--- src/rtl/dom_ssaes_pkg.sv ---
// ---------------------------------------------------------------------------
// dom_ssaes_pkg
// Shared constants, FSM encoding and GF(2^4) helpers for the DOM-protected
// 16-bit small-scale AES datapath.
//   - NIB_W / NUM_NIB / STATE_W / Z_W : datapath geometry
//   - state_e                         : masked SubNibbles sequencer states
//   - LFSR_POLY                       : Galois mask for x^32+x^22+x^2+x+1
//   - SBOX_TABLE                      : golden unmasked 4-bit S-box
//   - gf16_mul / gf16_sq / sbox_lin   : GF(2^4) arithmetic, modulus x^4+x+1
// ---------------------------------------------------------------------------
package dom_ssaes_pkg;

  localparam int NIB_W   = 4;
  localparam int NUM_NIB = 4;
  localparam int STATE_W = 16;
  localparam int Z_W     = 12;
  localparam int IDX_W   = 2;

  typedef enum logic [1:0] {
    IDLE  = 2'd0,
    FEED  = 2'd1,
    DRAIN = 2'd2
  } state_e;

  // Right-shifting Galois form: bits 31, 21, 1, 0 stand for x^32, x^22, x^2, x^1.
  localparam logic [31:0] LFSR_POLY = 32'h8020_0003;

  // S(x) = L(x^-1) ^ SBOX_C, with 0^-1 taken as 0.
  localparam logic [3:0] SBOX_TABLE [16] = '{
    4'h6, 4'hB, 4'h5, 4'h4, 4'h2, 4'hE, 4'h7, 4'hA,
    4'h9, 4'hD, 4'hF, 4'hC, 4'h3, 4'h1, 4'h0, 4'h8
  };
  localparam logic [3:0] SBOX_C = 4'h6;

  function automatic logic [3:0] gf16_mul(input logic [3:0] a, input logic [3:0] b);
    logic [3:0] acc;
    logic [3:0] sh;
    acc = '0;
    sh  = a;
    for (int i = 0; i < 4; i++) begin
      if (b[i]) acc = acc ^ sh;
      // Multiply by x and reduce: x^4 = x + 1.
      sh = {sh[2:0], 1'b0} ^ (sh[3] ? 4'h3 : 4'h0);
    end
    return acc;
  endfunction

  // Squaring is linear in GF(2^4), so it can be applied to each share alone.
  function automatic logic [3:0] gf16_sq(input logic [3:0] a);
    return {a[3], a[1] ^ a[3], a[2], a[0] ^ a[2]};
  endfunction

  // Linear part of the S-box affine map; columns are L(1)=D, L(2)=B, L(4)=7, L(8)=E.
  function automatic logic [3:0] sbox_lin(input logic [3:0] y);
    return ({4{y[0]}} & 4'hD) ^ ({4{y[1]}} & 4'hB) ^
           ({4{y[2]}} & 4'h7) ^ ({4{y[3]}} & 4'hE);
  endfunction

endpackage

--- src/rtl/dom_rand_lfsr.sv ---
// ---------------------------------------------------------------------------
// dom_rand_lfsr
// 32-bit Galois LFSR supplying the fresh randomness for the masked S-box.
//   clk     : clock, rising edge
//   rst     : asynchronous active-high reset (state -> SEED_RST)
//   load_i  : load seed_i (a zero seed is replaced by 1, the lock-up state)
//   seed_i  : 32-bit seed
//   step_i  : advance one step
//   z_o     : low 12 bits of the current state (Z0..Z5, two bits each)
// ---------------------------------------------------------------------------
module dom_rand_lfsr
  import dom_ssaes_pkg::*;
#(
  parameter logic [31:0] SEED_RST = 32'h0000_0001
) (
  input  logic             clk,
  input  logic             rst,
  input  logic             load_i,
  input  logic [31:0]      seed_i,
  input  logic             step_i,
  output logic [Z_W-1:0]   z_o
);

  logic [31:0] lfsr_q, lfsr_d;

  always_comb begin
    // NOTE: the hold value is assigned first so every path defines lfsr_d and no latch is inferred.
    lfsr_d = lfsr_q;
    if (load_i) begin
      lfsr_d = (seed_i == '0) ? 32'h0000_0001 : seed_i;
    end else if (step_i) begin
      lfsr_d = {1'b0, lfsr_q[31:1]} ^ (lfsr_q[0] ? LFSR_POLY : 32'h0);
    end
  end

  always_ff @(posedge clk or posedge rst) begin
    // NOTE: non-blocking assignment so every flop samples pre-edge values.
    if (rst) lfsr_q <= SEED_RST;
    else     lfsr_q <= lfsr_d;
  end

  assign z_o = lfsr_q[Z_W-1:0];

endmodule

--- src/rtl/dom_sbox.sv ---
// ---------------------------------------------------------------------------
// dom_sbox
// First-order DOM-indep masked 4-bit S-box, three register stages.
// Computes x^14 (= x^-1) as x^12 * x^2 with x^3 = x * x^2, then the affine map.
//   clk          : clock, rising edge (no reset: pure datapath)
//   Z0..Z5       : 2-bit fresh random words, consumed in the input cycle
//   A, B         : input shares, A ^ B = x
//   A_out, B_out : output shares, A_out ^ B_out = S(x), valid 3 edges later
// ---------------------------------------------------------------------------
module dom_sbox
  import dom_ssaes_pkg::*;
(
  input  logic       clk,
  input  logic [1:0] Z0,
  input  logic [1:0] Z1,
  input  logic [1:0] Z2,
  input  logic [1:0] Z3,
  input  logic [1:0] Z4,
  input  logic [1:0] Z5,
  input  logic [3:0] A,
  input  logic [3:0] B,
  output logic [3:0] A_out,
  output logic [3:0] B_out
);

  logic [3:0] sq_a, sq_b;
  logic [3:0] s0_aa_q, s0_ab_q, s0_bb_q, s0_ba_q;
  logic [3:0] s0_sqa_q, s0_sqb_q, s0_z_q;
  logic [3:0] x3_a, x3_b, x12_a, x12_b;
  logic [3:0] s1_aa_q, s1_ab_q, s1_bb_q, s1_ba_q;

  assign sq_a = gf16_sq(A);
  assign sq_b = gf16_sq(B);

  // NOTE: no reset on these pipeline flops; the caller tracks validity, so stale data is never consumed.
  // Stage 0: x^3 = x * x^2. Cross-domain products are masked by {Z1,Z0} before the register.
  // The x^2 shares are re-masked by {Z5,Z4}; {Z3,Z2} is carried to stage 1.
  always_ff @(posedge clk) begin
    s0_aa_q  <= gf16_mul(A, sq_a);
    s0_ab_q  <= gf16_mul(A, sq_b) ^ {Z1, Z0};
    s0_bb_q  <= gf16_mul(B, sq_b);
    s0_ba_q  <= gf16_mul(B, sq_a) ^ {Z1, Z0};
    s0_sqa_q <= sq_a ^ {Z5, Z4};
    s0_sqb_q <= sq_b ^ {Z5, Z4};
    s0_z_q   <= {Z3, Z2};
  end

  // Share compression happens only after the register, never across domains.
  assign x3_a  = s0_aa_q ^ s0_ab_q;
  assign x3_b  = s0_bb_q ^ s0_ba_q;
  assign x12_a = gf16_sq(gf16_sq(x3_a));
  assign x12_b = gf16_sq(gf16_sq(x3_b));

  // Stage 1: x^14 = x^12 * x^2.
  always_ff @(posedge clk) begin
    s1_aa_q <= gf16_mul(x12_a, s0_sqa_q);
    s1_ab_q <= gf16_mul(x12_a, s0_sqb_q) ^ s0_z_q;
    s1_bb_q <= gf16_mul(x12_b, s0_sqb_q);
    s1_ba_q <= gf16_mul(x12_b, s0_sqa_q) ^ s0_z_q;
  end

  // Stage 2: affine map; the constant goes onto share A only.
  always_ff @(posedge clk) begin
    A_out <= sbox_lin(s1_aa_q ^ s1_ab_q) ^ SBOX_C;
    B_out <= sbox_lin(s1_bb_q ^ s1_ba_q);
  end

endmodule

--- src/rtl/masked_sub_nibbles.sv ---
// ---------------------------------------------------------------------------
// masked_sub_nibbles
// Masked SubNibbles layer: streams four nibble share pairs through one
// pipelined DOM S-box and reassembles the 2-share result.
//   clk        : clock, rising edge
//   reset      : asynchronous active-high reset
//   start      : request, sampled only in IDLE; in_a/in_b latched on that edge
//   in_a, in_b : input state shares, nibble k = [4k+3:4k]
//   seed_load  : load seed into the LFSR, honoured only in IDLE
//   seed       : LFSR seed (0 becomes 1)
//   busy       : high from accepted start until the done edge
//   done       : one-cycle pulse when out_a/out_b are complete
//   out_a/b    : result shares, held until overwritten by the next run
// ---------------------------------------------------------------------------
module masked_sub_nibbles
  import dom_ssaes_pkg::*;
#(
  parameter int          SBOX_LAT = 3,
  parameter logic [31:0] SEED_RST = 32'h0000_0001
) (
  input  logic               clk,
  input  logic               reset,
  input  logic               start,
  input  logic [STATE_W-1:0] in_a,
  input  logic [STATE_W-1:0] in_b,
  input  logic               seed_load,
  input  logic [31:0]        seed,
  output logic               busy,
  output logic               done,
  output logic [STATE_W-1:0] out_a,
  output logic [STATE_W-1:0] out_b
);

  state_e state_q, state_d;
  logic [IDX_W-1:0]   idx_q, idx_d;
  logic [STATE_W-1:0] a_q, a_d, b_q, b_d;
  logic [STATE_W-1:0] out_a_q, out_a_d, out_b_q, out_b_d;
  logic               done_q, done_d;

  // In-flight tracking: one valid bit and nibble index per S-box stage.
  logic [SBOX_LAT-1:0]            vld_q, vld_d;
  logic [SBOX_LAT-1:0][IDX_W-1:0] vidx_q, vidx_d;
  logic                           cap_vld;
  logic [IDX_W-1:0]               cap_idx;

  logic             feed, lfsr_load;
  logic [Z_W-1:0]   lfsr_z, sbox_z;
  logic [NIB_W-1:0] sbox_a, sbox_b, sbox_a_out, sbox_b_out;

  // ---------------- sequencer ----------------
  always_comb begin
    state_d   = state_q;
    idx_d     = idx_q;
    a_d       = a_q;
    b_d       = b_q;
    feed      = 1'b0;
    lfsr_load = 1'b0;
    case (state_q)
      IDLE: begin
        lfsr_load = seed_load;
        if (start) begin
          state_d = FEED;
          idx_d   = '0;
          a_d     = in_a;
          b_d     = in_b;
        end
      end
      FEED: begin
        feed  = 1'b1;
        idx_d = idx_q + 2'd1;
        if (idx_q == IDX_W'(NUM_NIB - 1)) state_d = DRAIN;
      end
      DRAIN: begin
        if (done_d) state_d = IDLE;
      end
      default: state_d = IDLE;
    endcase
  end

  // ---------------- capture pipeline ----------------
  assign cap_vld = vld_q[SBOX_LAT-1];
  assign cap_idx = vidx_q[SBOX_LAT-1];

  always_comb begin
    vld_d     = '0;
    vidx_d    = '0;
    vld_d[0]  = feed;
    vidx_d[0] = idx_q;
    for (int i = 1; i < SBOX_LAT; i++) begin
      vld_d[i]  = vld_q[i-1];
      vidx_d[i] = vidx_q[i-1];
    end
    out_a_d = out_a_q;
    out_b_d = out_b_q;
    if (cap_vld) begin
      out_a_d[NIB_W*cap_idx +: NIB_W] = sbox_a_out;
      out_b_d[NIB_W*cap_idx +: NIB_W] = sbox_b_out;
    end
    done_d = cap_vld && (cap_idx == IDX_W'(NUM_NIB - 1));
  end

  always_ff @(posedge clk or posedge reset) begin
    if (reset) begin
      state_q <= IDLE;
      idx_q   <= '0;
      a_q     <= '0;
      b_q     <= '0;
      vld_q   <= '0;
      vidx_q  <= '0;
      out_a_q <= '0;
      out_b_q <= '0;
      done_q  <= 1'b0;
    end else begin
      state_q <= state_d;
      idx_q   <= idx_d;
      a_q     <= a_d;
      b_q     <= b_d;
      vld_q   <= vld_d;
      vidx_q  <= vidx_d;
      out_a_q <= out_a_d;
      out_b_q <= out_b_d;
      done_q  <= done_d;
    end
  end

  // ---------------- randomness and S-box ----------------
  dom_rand_lfsr #(
    .SEED_RST (SEED_RST)
  ) u_lfsr (
    .clk    (clk),
    .rst    (reset),
    .load_i (lfsr_load),
    .seed_i (seed),
    .step_i (feed),
    .z_o    (lfsr_z)
  );

  // Outside FEED all S-box inputs sit at 0 so no stale share pair can
  // recombine in the S-box logic while idle.
  assign sbox_a = feed ? a_q[NIB_W*idx_q +: NIB_W] : '0;
  assign sbox_b = feed ? b_q[NIB_W*idx_q +: NIB_W] : '0;
  assign sbox_z = feed ? lfsr_z : '0;

  dom_sbox u_sbox (
    .clk   (clk),
    .Z0    (sbox_z[1:0]),
    .Z1    (sbox_z[3:2]),
    .Z2    (sbox_z[5:4]),
    .Z3    (sbox_z[7:6]),
    .Z4    (sbox_z[9:8]),
    .Z5    (sbox_z[11:10]),
    .A     (sbox_a),
    .B     (sbox_b),
    .A_out (sbox_a_out),
    .B_out (sbox_b_out)
  );

  assign busy  = (state_q != IDLE);
  assign done  = done_q;
  assign out_a = out_a_q;
  assign out_b = out_b_q;

endmodule
--- config.mk ---
export PLATFORM = sky130hd
export DESIGN_NAME = masked_sub_nibbles
export DESIGN_NICKNAME = d
export VERILOG_FILES = /design/src/rtl/dom_ssaes_pkg.sv /design/src/rtl/dom_rand_lfsr.sv /design/src/rtl/dom_sbox.sv /design/src/rtl/masked_sub_nibbles.sv
export SDC_FILE = /design/constraint.sdc
export NUM_CORES = 1
export LEC_CHECK = 0
export BUFFER_PORTS_ARGS = -buffer_cell sky130_fd_sc_hd__buf_4
export CORE_AREA = 2 2 146 105
export DETAILED_ROUTE_END_ITERATION = 7
export DIE_AREA = 0 0 148 107
export PLACE_DENSITY = 0.8
export SYNTH_ARGS = -nofsm -noshare
export SYNTH_HDL_FRONTEND = slang
export SYNTH_SLANG_ARGS = --single-unit
--- constraint.sdc ---
create_clock -name clk -period 4.51 [get_ports clk]
set_input_delay 0.902 -clock clk [delete_from_list [all_inputs] [get_ports clk]]
set_output_delay 0.902 -clock clk [all_outputs]
set_load 0.05 [all_outputs]
* After elaboration in Yosys (flattened, before gate mapping) *
Index checks and enable logic that the tools add are counted.

storage, ports and cells
  register bits after elaboration = 162
  input bits = 68
  output and inout port bits = 34
  word-level logic and storage cells = 175

operators by class
  add/sub/neg operators = 2
  equality and inequality tests = 7
  shifts and indexed selects = 5
  multiplexer cells = 61
  bitwise gates (word level) = 66
  reduce and logical (&&, ||, !) cells = 9

operators by type and width
  cell                     number
  $xor 4x4->4              50
  $mux 4                   34
  $mux 32                  4
  $shiftx 4x34->16         2
  $neg 4->34               1
  $shift 4x34->16 const A  1
  $bwmux 16                2
  $logic_not 32->1         1
  $mux 2                   16
  $shiftx 16x5->4          2
  $xor 31x32->32           1
  $mux 12                  1
  $xor 1x1->1              12
  $xor 4x3->4              2
  $eq 2x2->1 const B       3
  $ne 2x2->1 const B       3
  $pmux 2 s3               1
  $reduce_bool 2->1        3
  $pmux 2 s2               1
  $reduce_and 2->1         2
  $reduce_and 3->1         1
  $add 2x1->2 const B      1
  $eq 2x1->1 const B       1
  $logic_not 2->1          1
  other kinds (3)          4

* Longest topological paths before layout *
  depth in word-level cells = 12
  mapped depth = 13
  gate-level depth less buffers = 9

* By module *
Synthesis repeated with hierarchy kept, for this count alone.

second synthesis, totals
  cells, all modules = 833
  area, all modules = 8,704.6 um^2

modules (own cells, without submodules)
  module              times used  cells each  area each (um^2)  seq. area each (um^2)
  dom_sbox            1           411         3,585.9           1,041.0
  masked_sub_nibbles  1           254         3,429.5           1,951.9
  dom_rand_lfsr       1           168         1,689.1           802.0

* Worst setup path before layout *
OpenSTA, ideal clock, no wires.

  path type = register -> register
  from = register state_q[1]
  to = register u_sbox.s0_ab_q[2]
  setup time = 0.128 ns
  data arrival time = 2.558 ns
  required time = 4.382 ns
  setup slack = 1.824 ns
  cell stages (with the launch flop) = 14
  buffers on the path = 4
  period minus slack after synthesis = 2.686 ns
  cells stage by stage = dfrtp_1 nand2b_1 clkbuf_1 inv_1 clkbuf_1 clkbuf_1 nand2_1 ha_1 clkbuf_1 nand2b_1 xnor2_1 xnor2_1 xnor2_1 nor2_1

on the way
  word-level cells in the longest chain between the ends = 12
  elaborated cells between the ends (all ways) = 20
  those cells by class = eq/ne (1); mux (10); bitwise (9)

ends and longest elaborated chain
  what                      line                       text
  start: declaration        masked_sub_nibbles.sv:34   state_e state_q, state_d;
  start signal: assignment  masked_sub_nibbles.sv:114  state_q <= state_d;
  $eq 2x1->1 (*)            masked_sub_nibbles.sv:58   case (state_q)
  $mux 1 (*)                masked_sub_nibbles.sv:58
  net feed                  masked_sub_nibbles.sv:46   logic feed, lfsr_load;
  $mux 4                    masked_sub_nibbles.sv:141  assign sbox_b = feed ? b_q[NIB_W*idx_q +: NIB_W] : '0;
  $xor 1x1->1               dom_ssaes_pkg.sv:50        return {a[3], a[1] ^ a[3], a[2], a[0] ^ a[2]};
  $mux 4                    dom_ssaes_pkg.sv:41        if (b[i]) acc = acc ^ sh;
  $xor 4x4->4               dom_ssaes_pkg.sv:41
  $mux 4                    dom_ssaes_pkg.sv:41
  $xor 4x4->4               dom_ssaes_pkg.sv:41
  $mux 4                    dom_ssaes_pkg.sv:41
  $xor 4x4->4               dom_ssaes_pkg.sv:41
  $mux 4                    dom_ssaes_pkg.sv:41
  $xor 4x4->4 (*)           dom_sbox.sv:40             s0_ab_q <= gf16_mul(A, sq_b) ^ {Z1, Z0};
  end signal: assignment    dom_sbox.sv:40
  end: declaration          dom_sbox.sv:27             logic [3:0] s0_aa_q, s0_ab_q, s0_bb_q, s0_ba_q;

Mark *: on every way through the listed nets, which the timed path passes. The rest lies on a longest branch.
A chain may end at the register's enable or synchronous reset.

* Final worst setup path *
  from = register idx_q[1]
  to = register u_sbox.s0_ba_q[2]

on the way
  word-level cells in the longest chain between the ends = 11
  elaborated cells between the ends (all ways) = 19
  those cells by class = shift (2); mux (8); bitwise (9)

ends and longest elaborated chain
  what                      line                       text
  start: declaration        masked_sub_nibbles.sv:35   logic [IDX_W-1:0] idx_q, idx_d;
  start signal: assignment  masked_sub_nibbles.sv:115  idx_q <= idx_d;
  $shiftx 16x5->4           masked_sub_nibbles.sv:140  assign sbox_a = feed ? a_q[NIB_W*idx_q +: NIB_W] : '0;
  $mux 4                    masked_sub_nibbles.sv:140
  $xor 1x1->1               dom_ssaes_pkg.sv:50
  $mux 4                    dom_ssaes_pkg.sv:41
  $xor 4x4->4               dom_ssaes_pkg.sv:41
  $mux 4                    dom_ssaes_pkg.sv:41
  $xor 4x4->4               dom_ssaes_pkg.sv:41
  $mux 4                    dom_ssaes_pkg.sv:41
  $xor 4x4->4               dom_ssaes_pkg.sv:41
  $mux 4 (*)                dom_ssaes_pkg.sv:41
  $xor 4x4->4 (*)           dom_sbox.sv:42             s0_ba_q <= gf16_mul(B, sq_a) ^ {Z1, Z0};
  end signal: assignment    dom_sbox.sv:42
  end: declaration          dom_sbox.sv:27

Every way passes the cells marked *; elsewhere a longest branch is shown, timed or not.

==> impl_metrics.csv <==
group,metric,value,unit
run_status,run_status,"completed",
worst_setup_path,r2r_slack,1.46,ns
min_path,hold_class,"flip-flop to flip-flop",
job,maxCapViolations,0,
worst_setup_path,cp.arrival,3.35,ns
synth,synthCells,895,
floorplan,start_util,0.581,
grt,grt_pass1_vias,6749,
clock_network,cts_tree,"yes",
clock_network,ctsHoldBuffers,0,
route,routed_via_density,5.82,
synth,syn_nets,971,
floorplan,die_height,107,um
clock_network,cts_root_buffer,"clkbuf_16",
clock_network,clk_path_buf_depth,2,
synth,synth_area_leaders,"dfrtp_1 33%, dfxtp_1 12%, xnor2_1 11%, nand2_1 8.3%, xor2_1 3.7%",
timing,slew_headroom,0.291,
timing,hold_viol,0,
grt,antenna_found_initial,0,
timing,post-route-min-period,3.05,ns
timing,worst_pin_slew,1.06,ns
clock_network,cts_setup_buffers,0,
finish,layout-drive-gt1-share,0.165,
floorplan,coreArea,0.0144,mm^2
finish,fin_nets,1046,
clock_network,cts.sinks,162,
grt,grt_pass1_wl,33800,um
clock_network,numCtsBuffers,17,
finish,fill_cells,1100,
worst_setup_path,end_kind,"flip-flop",
route,dr.pass1.iters,5,
finish,area_growth,16.9,%
synth,synth_cell_type_count,58,
finish,regArea,0.00379,mm^2
synth,synth_warnings,0,
floorplan,num_rows,37,
timing,rsz0062_at_grt,"no",
route,vias,6851,
synth,synth_area,0.00839,mm^2
floorplan,ios,102,
worst_setup_path,criticalPathCategory,"flip-flop to flip-flop",
clock_network,clock_latency,0.44,ns
synth,synth-seq-cells,162,
clock_network,ctsResizeCount,0,
finish,antenna_cells,0,
worst_setup_path,r2r_end,"u_sbox.s0_ba_q[2]",
timing,slew_violations,0,
synth,synth_top_area_cell,"dfrtp_1",
grt,track_usage,0.268,
synth,avgSynthCellArea,9.37,um^2
synth,ys.flop_type,"dfrtp_1",
clock_network,htree_num_levels,4,
synth,async_flop_share,0.679,
grt,grt_max_degree,55,
finish,postLayoutCoreUtil,0.679,
route,drtIter0Drc,647,
route,wirelength,20100,um
place,gp_congestion,0.844,
timing,max_clock_freq,328,MHz
timing,setup_viol,0,
worst_setup_path,cp-endpoint,"u_sbox.s0_ba_q[2]",
timing,skew,0.0164,ns
worst_setup_path,regToRegStartpoint,"idx_q[1]",
timing,fin_setup_tns,0,ns
worst_setup_path,r2r_cells,9,
finish,multi_input_area,0.00432,mm^2
floorplan,fp.dieW,148,um
route,ant_nets,0,
worst_setup_path,cp_max_fo,17,
synth,yosysTopAreaCellShare,0.325,
worst_setup_path,cp.required,4.81,ns
worst_setup_path,critical_path.startpoint,"idx_q[1]",
route,wl_per_cell,17.1,um
grt,overflow,0,
route,route.detailed.drc,0,
timing,period_share,0.676,
clock_network,clk_pin_slew,0.07,ns
synth,synth_edf_count,0,
place,port-buffer-count,101,
place,hpwlAfterDp,13900,um
worst_setup_path,startpoint_type,"flip-flop",
floorplan,die_area,0.0158,mm^2
synth,yosysSeqAreaShare,0.452,
[metal layers]
metal / track usage / vias up / routed length (um)
met5: 0 / - / 0
met4: 0.0850 / 0 / 323
met3: 0.0494 / 34 / 1570
met2: 0.421 / 291 / 9220
met1: 0.381 / 3325 / 9030
li1: - / 3201 / -
[worst max-delay path: stages, from the launching register on]
cell	delay, ns
dfrtp_1	0.78
mux4_2	0.61
inv_1	0.26
nor2_1	0.07
ha_1	0.42
nand2b_1	0.20
xnor2_1	0.14
xnor2_1	0.21
xnor2_1	0.16
nor2_1	0.05
[how the worst min path moves through the flow]
stage / slack (ns) / cells after the start / start / endpoint
after detailed placement: 0.34 / 0 / vld_q[1] / vld_q[2]
after CTS: 0.34 / 0 / vld_q[1] / vld_q[2]
after global routing: 0.35 / 0 / vld_q[1] / vld_q[2]
after global placement: 0.33 / 0 / vld_q[1] / vld_q[2]
after floorplan: 0.33 / 0 / vidx_d[4] / cap_idx[0]
final: 0.34 / 0 / vld_q[1] / vld_q[2]
[cells in the final DEF, fill, tap and decap left out, drive strengths merged, types with 2 or more instances in the layout]
master | Yosys | layout
o2111ai | 2 | 2
nand3b | 2 | 2
o21ai | 41 | 41
nor4 | 9 | 9
nor2b | 11 | 11
mux4 | 12 | 12
nand2 | 187 | 187
nand2b | 6 | 6
a211oi | 2 | 2
o22a | 2 | 2
a22oi | 15 | 15
a211o | 4 | 4
nand4 | 2 | 2
nor4b | 3 | 3
ha | 8 | 8
xor2 | 35 | 35
mux2i | 8 | 8
a21oi | 22 | 22
and2 | 8 | 8
and3 | 4 | 4
a22o | 34 | 34
a21boi | 2 | 2
buf | 16 | 107
o22ai | 24 | 24
inv | 13 | 20
xnor2 | 105 | 105
a32oi | 3 | 3
clkbuf | 35 | 18
o221ai | 3 | 3
clkinvlp | 0 | 4
nand3 | 7 | 7
clkinv | 0 | 2
nor2 | 81 | 81
dfrtp | 109 | 109
dfxtp | 52 | 52
o211ai | 4 | 4
mux2 | 2 | 2
nor3 | 8 | 8
[flip-flops by register name, indices dropped and copies added (netlist names), 16 cells and up]
name	count
out_b	16
a_q	16
out_a	16
b_q	16
u_lfsr.lfsr_q	32
[per-stage QoR]
step | hold WS (ns) | worst slack (ns) | instance area (um^2) | std cells
after global placement | 0.334 | 1.69 | 9220 | 1146
after global routing | 0.345 | 1.29 | 9810 | 1178
final | 0.337 | 1.46 | 9810 | 1178
after floorplan | 0.331 | 0.707 | 8390 | 895
after detailed placement | 0.337 | 1.53 | 9220 | 1146
after CTS | 0.343 | 1.49 | 9810 | 1178
[final cells by class]
type	instances	area share
clock inverters	14	0.0165
inverters	13	0.00523
well taps	195	0.0249
clock buffers	18	0.0438
multi-input cells	669	0.441
flip-flops and latches	162	0.387
repair buffers	107	0.0819
[synth_stat cells, types with 8 or more instances]
master,number
a21oi_1,22
inv_1,12
nor2b_1,11
buf_2,8
mux4_2,11
dfrtp_1,109
a22o_1,34
nor2_1,81
clkbuf_1,35
o22ai_1,24
nor4_1,9
xnor2_1,103
a22oi_1,15
o21ai_0,41
nand2_1,186
mux2i_1,8
xor2_1,35
dfxtp_1,52
and2_1,8
ha_1,8
[logic make-up after synthesis]
kind of cell	synth area share
flip-flops	0.452
buffers and inverters	0.0325
adder cells (fa/ha/maj)	0.0119
multiplexers	0.0449
AO/OA/AOI/OAI	0.135
XOR/XNOR	0.153
AND/OR/NAND/NOR	0.169
Power is not shown: default switching activity piles up to over one toggle a cycle in this logic, so the estimate is an artifact.
